[src/rtl/seven_seg_reader.sv]
// Samples a multiplexed seven-segment display bus and captures each digit's hex value
// once its pattern has been stable. Optional blank-digit support: SEVEN_SEG_READER_BLANK_EN.
module seven_seg_reader #(
    parameter int unsigned STABLE_CYCLES = 4
) (
    input  logic        clk,
    input  logic        rst_n,
    input  logic [3:0]  an,
    input  logic [6:0]  seg,
    output logic [15:0] digits,
    output logic [3:0]  digit_valid,
    output logic        frame_done,
    output logic        err,
    output logic [1:0]  err_digit,
    output logic [3:0]  blank
);

    localparam int unsigned CNT_W    = 8;
    localparam int unsigned SAMPLE_W = 11;
    localparam logic        ONE_CYCLE = (STABLE_CYCLES == 1);

    typedef enum logic [1:0] {IDLE, SETTLE, HELD} state_t;

    state_t              state_q;
    logic [CNT_W-1:0]    count_q;
    logic [SAMPLE_W-1:0] prev_q;
    logic [3:0]          seen_q;
    logic [15:0]         digits_q;
    logic [3:0]          digit_valid_q;
    logic                frame_done_q;
    logic                err_q;
    logic [1:0]          err_digit_q;

    logic       dec_valid_c;
    logic       dec_blank_c;
    logic [3:0] dec_val_c;
    logic [1:0] idx_c;
    logic       onehot_c;
    logic       restart_c;
    logic       capture_c;
    logic [3:0] seen_set_c;

    // Segment pattern to hex value; all-off is only legal when blank support is built in.
    always_comb begin
        dec_valid_c = 1'b1;
        dec_blank_c = 1'b0;
        dec_val_c   = 4'h0;
        case (seg)
            7'h3F: dec_val_c = 4'h0;
            7'h06: dec_val_c = 4'h1;
            7'h5B: dec_val_c = 4'h2;
            7'h4F: dec_val_c = 4'h3;
            7'h66: dec_val_c = 4'h4;
            7'h6D: dec_val_c = 4'h5;
            7'h7D: dec_val_c = 4'h6;
            7'h07: dec_val_c = 4'h7;
            7'h7F: dec_val_c = 4'h8;
            7'h67: dec_val_c = 4'h9;
            7'h77: dec_val_c = 4'hA;
            7'h7C: dec_val_c = 4'hB;
            7'h39: dec_val_c = 4'hC;
            7'h5E: dec_val_c = 4'hD;
            7'h79: dec_val_c = 4'hE;
            7'h71: dec_val_c = 4'hF;
`ifdef SEVEN_SEG_READER_BLANK_EN
            7'h00: dec_blank_c = 1'b1;
`endif
            default: dec_valid_c = 1'b0;
        endcase
    end

    // Dwell tracking: a new or changed sample restarts the count at 1.
    always_comb begin
        idx_c = 2'd0;
        case (an)
            4'b0010: idx_c = 2'd1;
            4'b0100: idx_c = 2'd2;
            4'b1000: idx_c = 2'd3;
            default: idx_c = 2'd0;
        endcase
        onehot_c   = $onehot(an);
        restart_c  = (state_q == IDLE) || ({an, seg} != prev_q);
        capture_c  = 1'b0;
        if (onehot_c) begin
            if (restart_c) begin
                capture_c = ONE_CYCLE;
            end else if (state_q == SETTLE) begin
                capture_c = ((count_q + CNT_W'(1)) == CNT_W'(STABLE_CYCLES));
            end
        end
        seen_set_c = seen_q | (4'b0001 << idx_c);
    end

    always_ff @(posedge clk or negedge rst_n) begin
        if (!rst_n) begin
            state_q       <= IDLE;
            count_q       <= '0;
            prev_q        <= '0;
            seen_q        <= '0;
            digits_q      <= '0;
            digit_valid_q <= '0;
            frame_done_q  <= 1'b0;
            err_q         <= 1'b0;
            err_digit_q   <= '0;
        end else begin
            prev_q       <= {an, seg};
            frame_done_q <= 1'b0;
            err_q        <= 1'b0;
            if (!onehot_c) begin
                state_q <= IDLE;
                count_q <= '0;
            end else if (restart_c) begin
                count_q <= CNT_W'(1);
                state_q <= ONE_CYCLE ? HELD : SETTLE;
            end else if (state_q == SETTLE) begin
                count_q <= count_q + CNT_W'(1);
                if (capture_c) state_q <= HELD;
            end
            if (capture_c) begin
                if (dec_valid_c) begin
                    digits_q[{idx_c, 2'b00} +: 4] <= dec_val_c;
                    digit_valid_q[idx_c]          <= 1'b1;
                    if (seen_set_c == 4'b1111) begin
                        frame_done_q <= 1'b1;
                        seen_q       <= '0;
                    end else begin
                        seen_q <= seen_set_c;
                    end
                end else begin
                    err_q       <= 1'b1;
                    err_digit_q <= idx_c;
                end
            end
        end
    end

`ifdef SEVEN_SEG_READER_BLANK_EN
    logic [3:0] blank_q;

    always_ff @(posedge clk or negedge rst_n) begin
        if (!rst_n) begin
            blank_q <= '0;
        end else if (capture_c && dec_valid_c) begin
            blank_q[idx_c] <= dec_blank_c;
        end
    end

    assign blank = blank_q;
`else
    assign blank = 4'b0000;
`endif

    assign digits      = digits_q;
    assign digit_valid = digit_valid_q;
    assign frame_done  = frame_done_q;
    assign err         = err_q;
    assign err_digit   = err_digit_q;

endmodule

[config.mk]
export PLATFORM = sky130hd
export DESIGN_NAME = seven_seg_reader
export DESIGN_NICKNAME = d
export VERILOG_FILES = /design/src/rtl/seven_seg_reader.sv
export SDC_FILE = /design/constraint.sdc
export NUM_CORES = 1
export LEC_CHECK = 0
export ABC_AREA = 1
export CELL_PAD_IN_SITES_DETAIL_PLACEMENT = 1
export CELL_PAD_IN_SITES_GLOBAL_PLACEMENT = 1
export CORE_MARGIN = 10
export CORE_UTILIZATION = 43
export DETAILED_ROUTE_END_ITERATION = 8
export PLACE_DENSITY = 0.87
export RECOVER_POWER = 100
export SYNTH_ARGS = -nofsm -noshare
export SYNTH_HDL_FRONTEND = slang
export SYNTH_SLANG_ARGS = --single-unit
[constraint.sdc]
create_clock -name clk -period 3.02 [get_ports clk]
set_input_delay 0.453 -clock clk [delete_from_list [all_inputs] [get_ports clk]]
set_output_delay 0.453 -clock clk [all_outputs]
set_load 0.005 [all_outputs]
* After elaboration in Yosys (flattened, before gate mapping)
Cells that the tools add are included.
** Cells by class
- Bitwise logic cells :: 3
- Reductions and logical operators :: 7
- Eq/ne operators :: 26
- $add $sub $neg :: 5
- Muxes and demuxes :: 22
- Shift-type cells :: 3
- Order comparisons :: 2
** Operators by type and width (count)
- 7-bit == test, second input constant :: 12
- 4-bit one-hot mux with 15 select lines :: 1
- 8-bit two-way mux :: 3
- 16-bit bitwise mux :: 1
- 16-bit OR reduction :: 1
- 4-bit by 6-bit variable shift with 16-bit output, first input constant :: 1
- 4-bit by 6-bit variable part select with 16-bit output :: 1
- 7-bit by 3-bit == test with 1-bit output, second input constant :: 2
- 7-bit by 6-bit == test with 1-bit output, second input constant :: 2
- 11-bit != test :: 1
- 1-bit two-way mux :: 10
- 8-bit by 1-bit adder with 8-bit output, second input constant :: 1
- 4-bit == test, second input constant :: 2
- 8-bit by 3-bit == test with 1-bit output, second input constant :: 1
- 2-bit two-way mux :: 4
- 4-bit OR :: 2
- 3-bit by 1-bit != test with 1-bit output, second input constant :: 2
- 4-bit negator with 6-bit output :: 1
- 2-bit one-hot mux with 3 select lines :: 1
- 2-bit AND reduction :: 3
- 1-bit by 1-bit adder with 2-bit output :: 2
- 4-bit by 2-bit == test with 1-bit output, second input constant :: 1
- 4-bit by 3-bit == test with 1-bit output, second input constant :: 1
- 4-bit two-way mux :: 1
- 11 further kinds :: 11
** Storage, ports and cells
- Register bits after elaboration :: 49
- Output and inout port bits :: 28

* Longest topological paths before layout
- Word-level depth :: 9
- Depth in mapped cells :: 13

* Least setup slack after synthesis
OpenSTA, ideal clock, no wires.
- Kind :: in2reg
- Start :: input an[0]
- End :: register digits_q[0] (netlist: digits[0])
- Setup slack :: 0.283 ns
- Library setup time :: 0.121 ns
- Arrival :: 2.616 ns
- Stages on the path :: 11
- Path buffers :: 0
- Path through :: inv_1 fa_1 inv_1 ha_1 ha_1 nor3b_1 nand3_4 nor2_8 nand3_4 nand2_1 o21ai_1
** On the way
- Word-level cells in the longest chain between the ends :: 5
- Elaborated cells between the ends (all ways) :: 16
** RTL lines
- start, declared :: RTL line 8 : input logic [3:0] an,
- 4-bit == test, or another cell as far along :: RTL line 75 : case (an)
- 2-bit one-hot mux with 3 select lines, or another cell as far along :: RTL line 75
- 4-bit negator with 6-bit output, or another cell as far along :: RTL line 121 : digits_q[{idx_c, 2'b00} +: 4] <= dec_val_c;
- 4-bit by 6-bit variable part select with 16-bit output, or another cell as far along :: RTL line 121
- 16-bit bitwise mux or 2-bit AND reduction (tied branches)
- end signal, assigned by index :: RTL line 121
- end, declared :: RTL line 28 : logic [15:0] digits_q;
Parallel ways exist; a longest one is shown, timed or not.
A chain may end at the register's enable or synchronous reset.

* Final worst setup path
- Start :: input an[0]
- End :: register digits_q[7] (netlist: digits[7])
Same word-level chain as after synthesis.

==> out/metrics.cfg <==
[power]
ir_drop_mv = 0.276
p_per_area_nw_per_um2 = 363
p_leak_nw = 1.78
p_total_mw = 1.29

[synthesis]
synth_edf_count = 0
yosys.area_share.adder_pct = 6.43
synth.area.mux_share_pct = 0
yosys.area_share.simple_pct = 33.8
yosysSeqAreaShare_pct = 43.2
synth_largest_area_cell = dfrtp_1
ys_ff_latch = 49
synth_area_leaders = dfrtp_1 (43%), nand2_1 (17%), inv_1 (7.1%)
synth_xor_area_share_pct = 1.54
ys_async_sr_fraction_pct = 100
synth_top_family_by_area = simple AND/OR/NAND/NOR gates
yosys_warnings = 0
ys_types = 25
yosysTopAreaCellShare_pct = 43.2
synth-main-ff-cell = dfrtp_1
avgSynthCellArea_um2 = 7.55
synth-compound-area-share_pct = 6.30
syn_area_um2 = 2840
synth_cells = 376

[setup_path]
end_kind = register
worstPathArrival_ps = 3160
critPathLaunchType = input port
setup.worst_path.class = input port to register
crit-reg2reg-launch = count_q[0]
crit_path_start = an[0]
cp.required_ps = 3220
path_max_fanout = 8

[clock_tree]
clk_pin_slew_ps = 100
htree_num_levels = 2
cts_tree = built
clk_latency_ps = 310
cts_sinks = 49
clock_path_buffers = 2
cts_hold_buf = 0
clockRootBuffer = clkbuf_8
cts_made_buffers = 5

[timing]
rsz0062_at_grt = true
slew_headroom_pct = 31.4
worst_pin_slew_ps = 1030
max_freq_mhz = 338
layout_min_cycle_time_ps = 2960
slew_violations = 0
min_period_over_period_pct = 98.0
finalSetupViolations = 0
hold_viol_final = 0
fin_skew_ps = 10.2
fin_tns_setup_ps = 0

[drt]
drtIter0Drc = 85
wire_per_inst_um = 16.1
drt_wl_total_um = 8330
via_count = 2604
vias_per_cell = 5.04
dr.pass1.iters = 4
antenna_left = 0
post-route-drc-count = 0

[place]
dp_hpwl_um = 6030
port_buffers = 36
gp_congestion = 0.891
post_dp_cell_area_um2 = 3390
place_inst = 504

[floorplan]
die_w_um = 101
num_rows = 29
coreArea_um2 = 6390
die_h_um = 101
io_pins = 41
initial_core_util_pct = 44.5
die_area_um2 = 10300

[global_route]
gr-max-usage-layer = met2
grt_pass1_vias = 2859
gr-total-overflow = 0
track_usage_pct = 16.1
grt_use_met1_pct = 18.3
antenna_found_initial = 0
met2_usage_pct = 29.3
use_met3_pct = 3.61
grt_max_degree = 32
grt_pass1_wl_um = 13600

[hold_path]
worst_hold_path_type = input port to asynchronous set/reset pin

[cells_and_area]
nets = 466
finalInstanceArea_um2 = 3540
final_cell_mix = nand2_1 (131), inv_1 (54), dfrtp_1 (49)
multi_input_area_um2 = 1390
area_growth_pct = 24.7
antenna_cells = 0
finalNonFillerCells = 517
num-fill-cells = 816
utilization_pct = 55.4
drive_above_1_share_pct = 10.2
seqCellArea_um2 = 1230
final_common_cell = nand2_1

[status]
status = completed

[job]
cap_violations = 0

registers in the layout, indices dropped and copies added, names as in the netlist:
register,cells
digit_valid,4
err,1
prev_q,11
state_q,2
count_q,8
frame_done,1
seen_q,4
digits,16
err_digit,2
cell families after synthesis:
kind of cell | Yosys count
xor gates and xnor gates | 5
and+or+nand+nor | 212
adders and majority gates | 14
DFF | 49
other | 1
buffers and inverters | 61
AOI/OAI and AO/OA | 34
synthesized netlist by cell type, types with 2 or more instances:
library cell  instances
a21oi_1               8
buf_4                 4
dfrtp_1              49
ha_1                 13
inv_1                54
inv_2                 2
nand2_1             131
nand2_2               2
nand3_1              20
nand3_2               3
nand3_4               5
nand4_1               4
nor2_1               42
nor2_4                2
o21a_1                2
o21ai_0               3
o21ai_1              20
xnor2_1               5
final cells by class:
type                            instances  share of cell area [%]
Clock buffer                            5                    1.94
Timing Repair Buffer                   57                    14.6
Inverter                               57                    6.04
Clock inverter                          3                   0.707
Tap cell                               77                    2.72
Multi-Input combinational cell        269                    39.4
Sequential cell                        49                    34.6
repair_timing:
action / 4_1_cts / 5_1_grt
buffers inserted: 0 / 5
endpoints found under the setup margin: 0 / 22
endpoints found under the hold margin: 0 / 0
resized for setup: 0 / 4
where the power goes:
group	switching [mW]	internal [mW]	total [mW]
combinational	0.126	0.0705	0.197
sequential	0.00998	0.668	0.678
clock	0.244	0.168	0.412
layer usage:
layer  up-vias  share of wire [%]
met5         -                  0
met4         0                2.1
met3        15                3.2
met2        41                 52
met1      1272                 43
li1       1276                  -
per-stage QoR:
step	worst slack, ps	hold slack [ps]
2_1_floorplan	283	157
3_3_place_gp	-146	417
3_5_place_dp	-256	416
4_1_cts	10.5	72.8
5_1_grt	-68.6	386
6_report	61.0	287
final timing paths:
| kind | to | slack [ps] | depth (start not counted) |
|---|---|---|---|
| hold reg to reg | digit_valid[3] | 470 | 2 |
| max in group asynchronous | prev_q[1] | 1720 | 2 |
| setup reg to reg | digits[7] | 800 | 11 |
| min in group clk | digit_valid[3] | 470 | 2 |
| hold / removal | frame_done | 290 | 1 |
| setup / recovery | digits[7] | 60 | 14 |
critical path: stages:
cell and delay (ps):
clkdlybuf4s50_1 500, inv_1 90, fa_1 540, inv_1 50
ha_1 190, ha_1 280, nor3b_2 150, buf_4 140
nand3_4 100, nor2_8 220, buf_4 160, nand3_4 100
nand2_1 90, o21ai_1 80
(Power assumes the default switching activity.)
